## src/rtl/volleyball_match_ctrl.sv

```systemverilog
// ============================================================================
// volleyball_match_ctrl
//
// Match-level controller for the volleyball scoreboard. Turns single-cycle
// rally events into per-team set scores, service possession, set totals and
// a match result. Sets are won by reaching the target with a two-point lead.
// The deciding fifth set uses a shorter target. After a set is won, the final
// score is held on the display for a few cycles and then the next set starts.
//
// Parameters
//   SET_PTS      target points for sets 1..4
//   FINAL_PTS    target points for the deciding set 5
//   SETS_TO_WIN  sets needed to win the match (max 3)
//   HOLD_CYCLES  cycles the finished set score stays frozen (>= 1)
//
// Ports
//   clk          clock
//   rst          asynchronous active-high reset
//   pt_a, pt_b   one-cycle rally-won pulses for team A / team B
//   undo         one-cycle pulse, revoke the last accepted point of the set
//   new_match    one-cycle pulse, synchronous restart of the whole match
//   score_a/b    current-set points per team
//   sets_a/b     sets won per team
//   set_num      current set, 1..5
//   set_inc_a/b  one-cycle pulse when that team wins a set
//   serve        0 = A serving, 1 = B serving
//   match_done   high once the match has been decided
//   winner       match winner (0 = A, 1 = B), valid while match_done is high
// ============================================================================
module volleyball_match_ctrl #(
    parameter int SET_PTS     = 25,
    parameter int FINAL_PTS   = 15,
    parameter int SETS_TO_WIN = 3,
    parameter int HOLD_CYCLES = 4
) (
    input  logic       clk,
    input  logic       rst,
    input  logic       pt_a,
    input  logic       pt_b,
    input  logic       undo,
    input  logic       new_match,
    output logic [5:0] score_a,
    output logic [5:0] score_b,
    output logic [1:0] sets_a,
    output logic [1:0] sets_b,
    output logic [2:0] set_num,
    output logic       set_inc_a,
    output logic       set_inc_b,
    output logic       serve,
    output logic       match_done,
    output logic       winner
);

    localparam logic [1:0] ST_PLAY      = 2'd0;
    localparam logic [1:0] ST_SET_END   = 2'd1;
    localparam logic [1:0] ST_MATCH_END = 2'd2;

    // The hold counter runs 0..HOLD_CYCLES-1 while the set score is frozen.
    localparam int              HOLD_W       = (HOLD_CYCLES > 1) ? $clog2(HOLD_CYCLES) : 1;
    localparam logic [HOLD_W-1:0] HOLD_LAST  = HOLD_W'(HOLD_CYCLES - 1);

    localparam logic [6:0] SET_TARGET   = 7'(SET_PTS);
    localparam logic [6:0] FINAL_TARGET = 7'(FINAL_PTS);
    localparam logic [1:0] SETS_GOAL    = 2'(SETS_TO_WIN);
    localparam logic [5:0] SCORE_MAX    = 6'd63;

    // Registered state
    logic [1:0]        state;
    logic [HOLD_W-1:0] hold_cnt;
    logic              hist_valid;
    logic              hist_team;
    logic              hist_serve;

    // Next-state values
    logic [1:0]        state_d;
    logic [HOLD_W-1:0] hold_cnt_d;
    logic              hist_valid_d;
    logic              hist_team_d;
    logic              hist_serve_d;
    logic [5:0]        score_a_d;
    logic [5:0]        score_b_d;
    logic [1:0]        sets_a_d;
    logic [1:0]        sets_b_d;
    logic [2:0]        set_num_d;
    logic              set_inc_a_d;
    logic              set_inc_b_d;
    logic              serve_d;
    logic              match_done_d;
    logic              winner_d;

    // Point evaluation helpers. A point is only meaningful when exactly one
    // team pulses; pt_b doubles as the scorer's team index in that case.
    logic       point_valid;
    logic       scorer;
    logic [5:0] win_cur;
    logic [5:0] lose_cur;
    logic [6:0] win_new;
    logic [6:0] target;
    logic       set_won;
    logic [1:0] sets_new;
    logic [2:0] set_num_next;
    logic       undo_ok;

    assign point_valid  = pt_a ^ pt_b;
    assign scorer       = pt_b;
    assign win_cur      = scorer ? score_b : score_a;
    assign lose_cur     = scorer ? score_a : score_b;
    assign win_new      = {1'b0, win_cur} + 7'd1;
    assign target       = (set_num == 3'd5) ? FINAL_TARGET : SET_TARGET;
    // Win check uses the post-increment score, widened so the +2 lead test
    // cannot wrap.
    assign set_won      = (win_new >= target) && (win_new >= ({1'b0, lose_cur} + 7'd2));
    assign sets_new     = scorer ? (sets_b + 2'd1) : (sets_a + 2'd1);
    assign set_num_next = set_num + 3'd1;
    // Undo yields to any simultaneous point pulse, including a conflicting pair.
    assign undo_ok      = undo && !pt_a && !pt_b && hist_valid;

    // Next-state computation. new_match overrides everything at the end so it
    // behaves as a synchronous restart from any state.
    always_comb begin
        state_d      = state;
        hold_cnt_d   = hold_cnt;
        hist_valid_d = hist_valid;
        hist_team_d  = hist_team;
        hist_serve_d = hist_serve;
        score_a_d    = score_a;
        score_b_d    = score_b;
        sets_a_d     = sets_a;
        sets_b_d     = sets_b;
        set_num_d    = set_num;
        set_inc_a_d  = 1'b0;
        set_inc_b_d  = 1'b0;
        serve_d      = serve;
        match_done_d = match_done;
        winner_d     = winner;

        case (state)
            ST_PLAY: begin
                if (point_valid) begin
                    // A saturated score swallows the point without touching
                    // history, so a later undo still revokes the older point.
                    if (win_cur != SCORE_MAX) begin
                        if (scorer) begin
                            score_b_d = win_new[5:0];
                        end else begin
                            score_a_d = win_new[5:0];
                        end
                        serve_d      = scorer;
                        hist_valid_d = 1'b1;
                        hist_team_d  = scorer;
                        hist_serve_d = serve;

                        if (set_won) begin
                            if (scorer) begin
                                sets_b_d    = sets_new;
                                set_inc_b_d = 1'b1;
                            end else begin
                                sets_a_d    = sets_new;
                                set_inc_a_d = 1'b1;
                            end
                            if (sets_new == SETS_GOAL) begin
                                state_d      = ST_MATCH_END;
                                match_done_d = 1'b1;
                                winner_d     = scorer;
                            end else begin
                                state_d    = ST_SET_END;
                                hold_cnt_d = '0;
                            end
                        end
                    end
                end else if (undo_ok) begin
                    if (hist_team) begin
                        score_b_d = score_b - 6'd1;
                    end else begin
                        score_a_d = score_a - 6'd1;
                    end
                    serve_d      = hist_serve;
                    hist_valid_d = 1'b0;
                end
            end

            ST_SET_END: begin
                if (hold_cnt == HOLD_LAST) begin
                    score_a_d    = '0;
                    score_b_d    = '0;
                    set_num_d    = set_num_next;
                    hist_valid_d = 1'b0;
                    // Odd sets open with A serving, even sets with B.
                    serve_d      = ~set_num_next[0];
                    state_d      = ST_PLAY;
                end else begin
                    hold_cnt_d = hold_cnt + HOLD_W'(1);
                end
            end

            ST_MATCH_END: begin
            end

            default: begin
                state_d = ST_PLAY;
            end
        endcase

        if (new_match) begin
            state_d      = ST_PLAY;
            hold_cnt_d   = '0;
            hist_valid_d = 1'b0;
            hist_team_d  = 1'b0;
            hist_serve_d = 1'b0;
            score_a_d    = '0;
            score_b_d    = '0;
            sets_a_d     = '0;
            sets_b_d     = '0;
            set_num_d    = 3'd1;
            set_inc_a_d  = 1'b0;
            set_inc_b_d  = 1'b0;
            serve_d      = 1'b0;
            match_done_d = 1'b0;
            winner_d     = 1'b0;
        end
    end

    // State and output registers; every output is driven straight from here.
    always_ff @(posedge clk or posedge rst) begin
        if (rst) begin
            state      <= ST_PLAY;
            hold_cnt   <= '0;
            hist_valid <= 1'b0;
            hist_team  <= 1'b0;
            hist_serve <= 1'b0;
            score_a    <= '0;
            score_b    <= '0;
            sets_a     <= '0;
            sets_b     <= '0;
            set_num    <= 3'd1;
            set_inc_a  <= 1'b0;
            set_inc_b  <= 1'b0;
            serve      <= 1'b0;
            match_done <= 1'b0;
            winner     <= 1'b0;
        end else begin
            state      <= state_d;
            hold_cnt   <= hold_cnt_d;
            hist_valid <= hist_valid_d;
            hist_team  <= hist_team_d;
            hist_serve <= hist_serve_d;
            score_a    <= score_a_d;
            score_b    <= score_b_d;
            sets_a     <= sets_a_d;
            sets_b     <= sets_b_d;
            set_num    <= set_num_d;
            set_inc_a  <= set_inc_a_d;
            set_inc_b  <= set_inc_b_d;
            serve      <= serve_d;
            match_done <= match_done_d;
            winner     <= winner_d;
        end
    end

endmodule

```

## config.mk

```make
export PLATFORM = sky130hd
export DESIGN_NAME = volleyball_match_ctrl
export DESIGN_NICKNAME = d
export VERILOG_FILES = /design/src/rtl/volleyball_match_ctrl.sv
export SDC_FILE = /design/constraint.sdc
export NUM_CORES = 1
export LEC_CHECK = 0
export CORE_AREA = 3 3 77 79
export DETAILED_ROUTE_END_ITERATION = 8
export DIE_AREA = 0 0 80 82
export HOLD_SLACK_MARGIN = 0.12
export PLACE_DENSITY = 0.66
export SETUP_SLACK_MARGIN = 0.2
export SLEW_MARGIN = 5
export SYNTH_ARGS = -nofsm -noshare
export SYNTH_HDL_FRONTEND = slang
export SYNTH_SLANG_ARGS = --single-unit
```

## constraint.sdc

```tcl
create_clock -name clk -period 3.7 [get_ports clk]
set_input_delay 1.11 -clock clk [delete_from_list [all_inputs] [get_ports clk]]
set_output_delay 1.11 -clock clk [all_outputs]
set_load 0.01 [all_outputs]
```

==> results by group <==
Place
  – Final GP Congestion: 0.8763
  – Pre-CTS setup slack: -0.5666 ns
  – Dpl cells: 395
  – Port Buf Inserts: 29
  – Post-DP HPWL: 4649 µm

Synth
  – Top cells by area, synth: dfrtp_1 (32%), ha_1 (7.4%), o21ai_0 (6.3%)
  – Flops & latches, synth: 31
  – Share of the yosys chip area belonging to registers: 32.67%
  – Netlist area before placement: 2379 µm²
  – Mapped Nets: ~300
  – Cells after Synth: 276
  – Mean Syn Cell Area: 8.618 µm²
  – Top FF cell, synth: dfrtp_1
  – Largest area contributor in the netlist: dfrtp_1
  – Top-count cell post-synth: nor2_1
  – Synth cell types: 60
  – Post-synth EDFFs: 0
  – Yosys top cell area share: 31.56%
  – Yosys warning count: 0
  – Top cells by count, synth: nor2_1 (33), dfrtp_1 (30), o21ai_0 (30)
  – Async set or reset register ratio after synthesis: 100.0%

Drt
  – Vias post-DR: between 2000 and 2500
  – Iter 0 DRT Violations: between 200 and 250
  – Met1 WL: roughly 2900 µm
  – WL per Instance: 15.54 µm
  – DRT Pass-1 Iters: 4
  – WL met3: roughly 200 µm
  – DRC errors left: 0
  – Wirelength, routed: 6339 µm
  – Max layer used: met4
  – Post-route antenna net violation count: 0
  – Met2 WL post-DR: 3148 µm
  – Vias per cell: 5.551

Critical path
  – Crit Path Category: in -> reg
  – Max FO, Critical Path: 5
  – Setup crit start kind: input port
  – Worst setup EP type: flop
  – Worst Path Required: roughly 3.9 ns
  – Crit path cell chain: buf_8 -> buf_6 -> o21ai_2 -> ha_2 -> nand4b_1 -> a21o_1 -> and2_4 -> ha_4 -> nand2_4 -> o31ai_4 -> o221ai_2 -> a2bb2oi_2 -> and3_4 -> mux2_4
  – Slowest cell on crit path: mux2_4
  – Worst EP arrival: 3.66 ns
  – Largest stage delay on the critical path: 0.29 ns

Clock tree
  – CTS Buf Count: 5
  – Root Driver: clkbuf_8
  – Clk buf depth: 2
  – Clock tree from TritonCTS: built
  – Clock transition at the registers of the reported paths: 0.07 ns
  – CTS sink cnt: 31
  – Worst-skew pair later-pin latency: 0.29 ns
  – # H-tree levels: 2
  – # hold bufs at CTS: 0

Floorplanning
  – Row cnt: 27
  – # IOs: 30
  – Die Area: 6560 µm²
  – Die Y: just over 80 µm
  – Die X: 80 µm
  – CORE AREA: 5405 µm²
  – Initial Util: 44.00%

Layout
  – # diodes: 0
  – Final net count: ~360
  – Fraction of layout cells with a size suffix above 1: a little over a fifth
  – Area occupied by multi-input gates: approximately 1500 µm²
  – Fill count: 496
  – Layout area overhead: 31.61%
  – Layout Cells excl Fill: 408
  – Sequential cell area: a little under 800 µm²

Power and ir drop
  – Final Total Pwr: 1.576 mW
  – Leak pwr: 1.395 nW
  – Max IR drop VDD: 244.4 µV
  – Power per standard cell area: 503.4 nW/µm²

STA
  – RSZ-0062 raised after global routing: true
  – Final Hold Fails: 0
  – Tcrit/Tclk final: a little over nine tenths
  – Worst slew pin tran: 0.4941 ns
  – Slew margin rel.: about 67%
  – Endpoints failing setup: 0
  – Fin crit period: 3.488 ns
  – Fmax: 0.2867 GHz
  – Post-route setup slack: ~0.21 ns
  – Slew Limit Fails: 0
  – Clock skew: around 0.010 ns

GRT
  – Initial antenna violation count: 0
  – First-pass GRT wire length: 10880 µm
  – Remaining Overflow, GRT: 0
  – Vias in the first global route: 2256
  – Largest net degree at the start of global routing: 32
  – Total GRT Usage: about a fifth

Run status
  – Status: completed

Hold path
  – HP Class: reg -> reg

Run
  – # Max-Cap Violations: 0
-- through the flow --
step | cell area [µm²] | utilization [%] | hold WS (ns) | TNS (ns)
final | 3131 | 57.92 | 0.5203 | 0
after global routing | 3131 | 57.92 | 0.5481 | 0
after CTS | 3062 | 56.64 | 0.5249 | 0
after detailed placement | 2940 | 54.40 | 0.5059 | -5.553
after global placement | 2940 | 54.40 | 0.5008 | -4.575
after floorplan | 2417 | - | 0.4830 | -1.381
-- worst max-delay path: cells and delay by family --
| kind | cells | cell delay, ns |
|---|---|---|
| simple gates | 4 | 0.59 |
| compound gates | 5 | 0.99 |
| buf+inv | 2 | 0.22 |
| fa+ha+maj | 2 | 0.46 |
| mux | 1 | 0.29 |
-- where the power goes --
group | total (mW) | switching (mW) | internal, mW
logic | 0.780 | 0.402 | 0.378
registers | 0.493 | 0.111 | 0.383
clock network | 0.302 | 0.133 | 0.169
-- metal layers --
metal | track usage, % | vias up
met5 | 0 | -
met4 | 7.770 | 0
met3 | 3.618 | 5
met2 | 35.93 | 51
met1 | 27.29 | 1105
li1 | - | 1104
-- state kept, by name, summed over array words and instances, names as in the netlist --
signal / count
hist_serve: 1
serve: 1
hist_valid: 1
set_inc_a: 1
state: 2
match_done: 1
score_b: 6
hold_cnt: 2
set_num: 3
winner: 1
sets_b: 2
sets_a: 2
score_a: 6
hist_team: 1
set_inc_b: 1
-- placed cells by master, fill, tap and decap left out, drive strengths merged, types with 9 or more instances in the layout --
master / netlist / layout
ha: 14 / 14
clkdlybuf4s50: 0 / 28
dfrtp: 30 / 30
buf: 7 / 38
nor2: 33 / 33
nand3: 9 / 9
o21ai: 32 / 32
mux2i: 11 / 11
inv: 12 / 12
nand2: 21 / 21
a21oi: 12 / 12
nor2b: 11 / 11
-- path summary, 6_finish.rpt --
check / startpoint / to / slack (ns) / cells after the start
worst max-delay path: pt_b / sets_b[1] / 0.21 / 14
worst min-delay path: match_done / match_done / 0.52 / 2
worst max register to register: score_a[1] / sets_b[1] / 0.54 / 13
worst min register to register: match_done / match_done / 0.52 / 2
max in group asynchronous: rst / set_num[0] / 2.15 / 3
min in group asynchronous: rst / sets_b[0] / 1.21 / 3
-- kinds of logic after synthesis --
family / after synthesis / share of synthesized area [%]
buf+inv: 26 / 5.260
flops: 31 / 32.67
mux: 16 / 7.312
compound gates: 72 / 19.57
xor+xnor: 8 / 3.262
fa+ha+maj: 14 / 7.365
simple gates: 109 / 24.57
-- what timing repair did --
action,4_1_cts,5_1_grt
pin swaps,6,9
cloned,0,0
buffers inserted,3,2
gates resized for setup,4,13
setup endpoints to repair,12,10
-- layout make-up --
cell class	count	area share, %
Timing Repair Buffer	66	18.43
Clock buffer	7	3.078
Tap cell	72	2.878
Clock inverter	1	0.2398
Sequential cell	31	24.82
Inverter	12	1.439
Multi-Input combinational cell	219	49.12
Power figures use the tool's default switching activity.
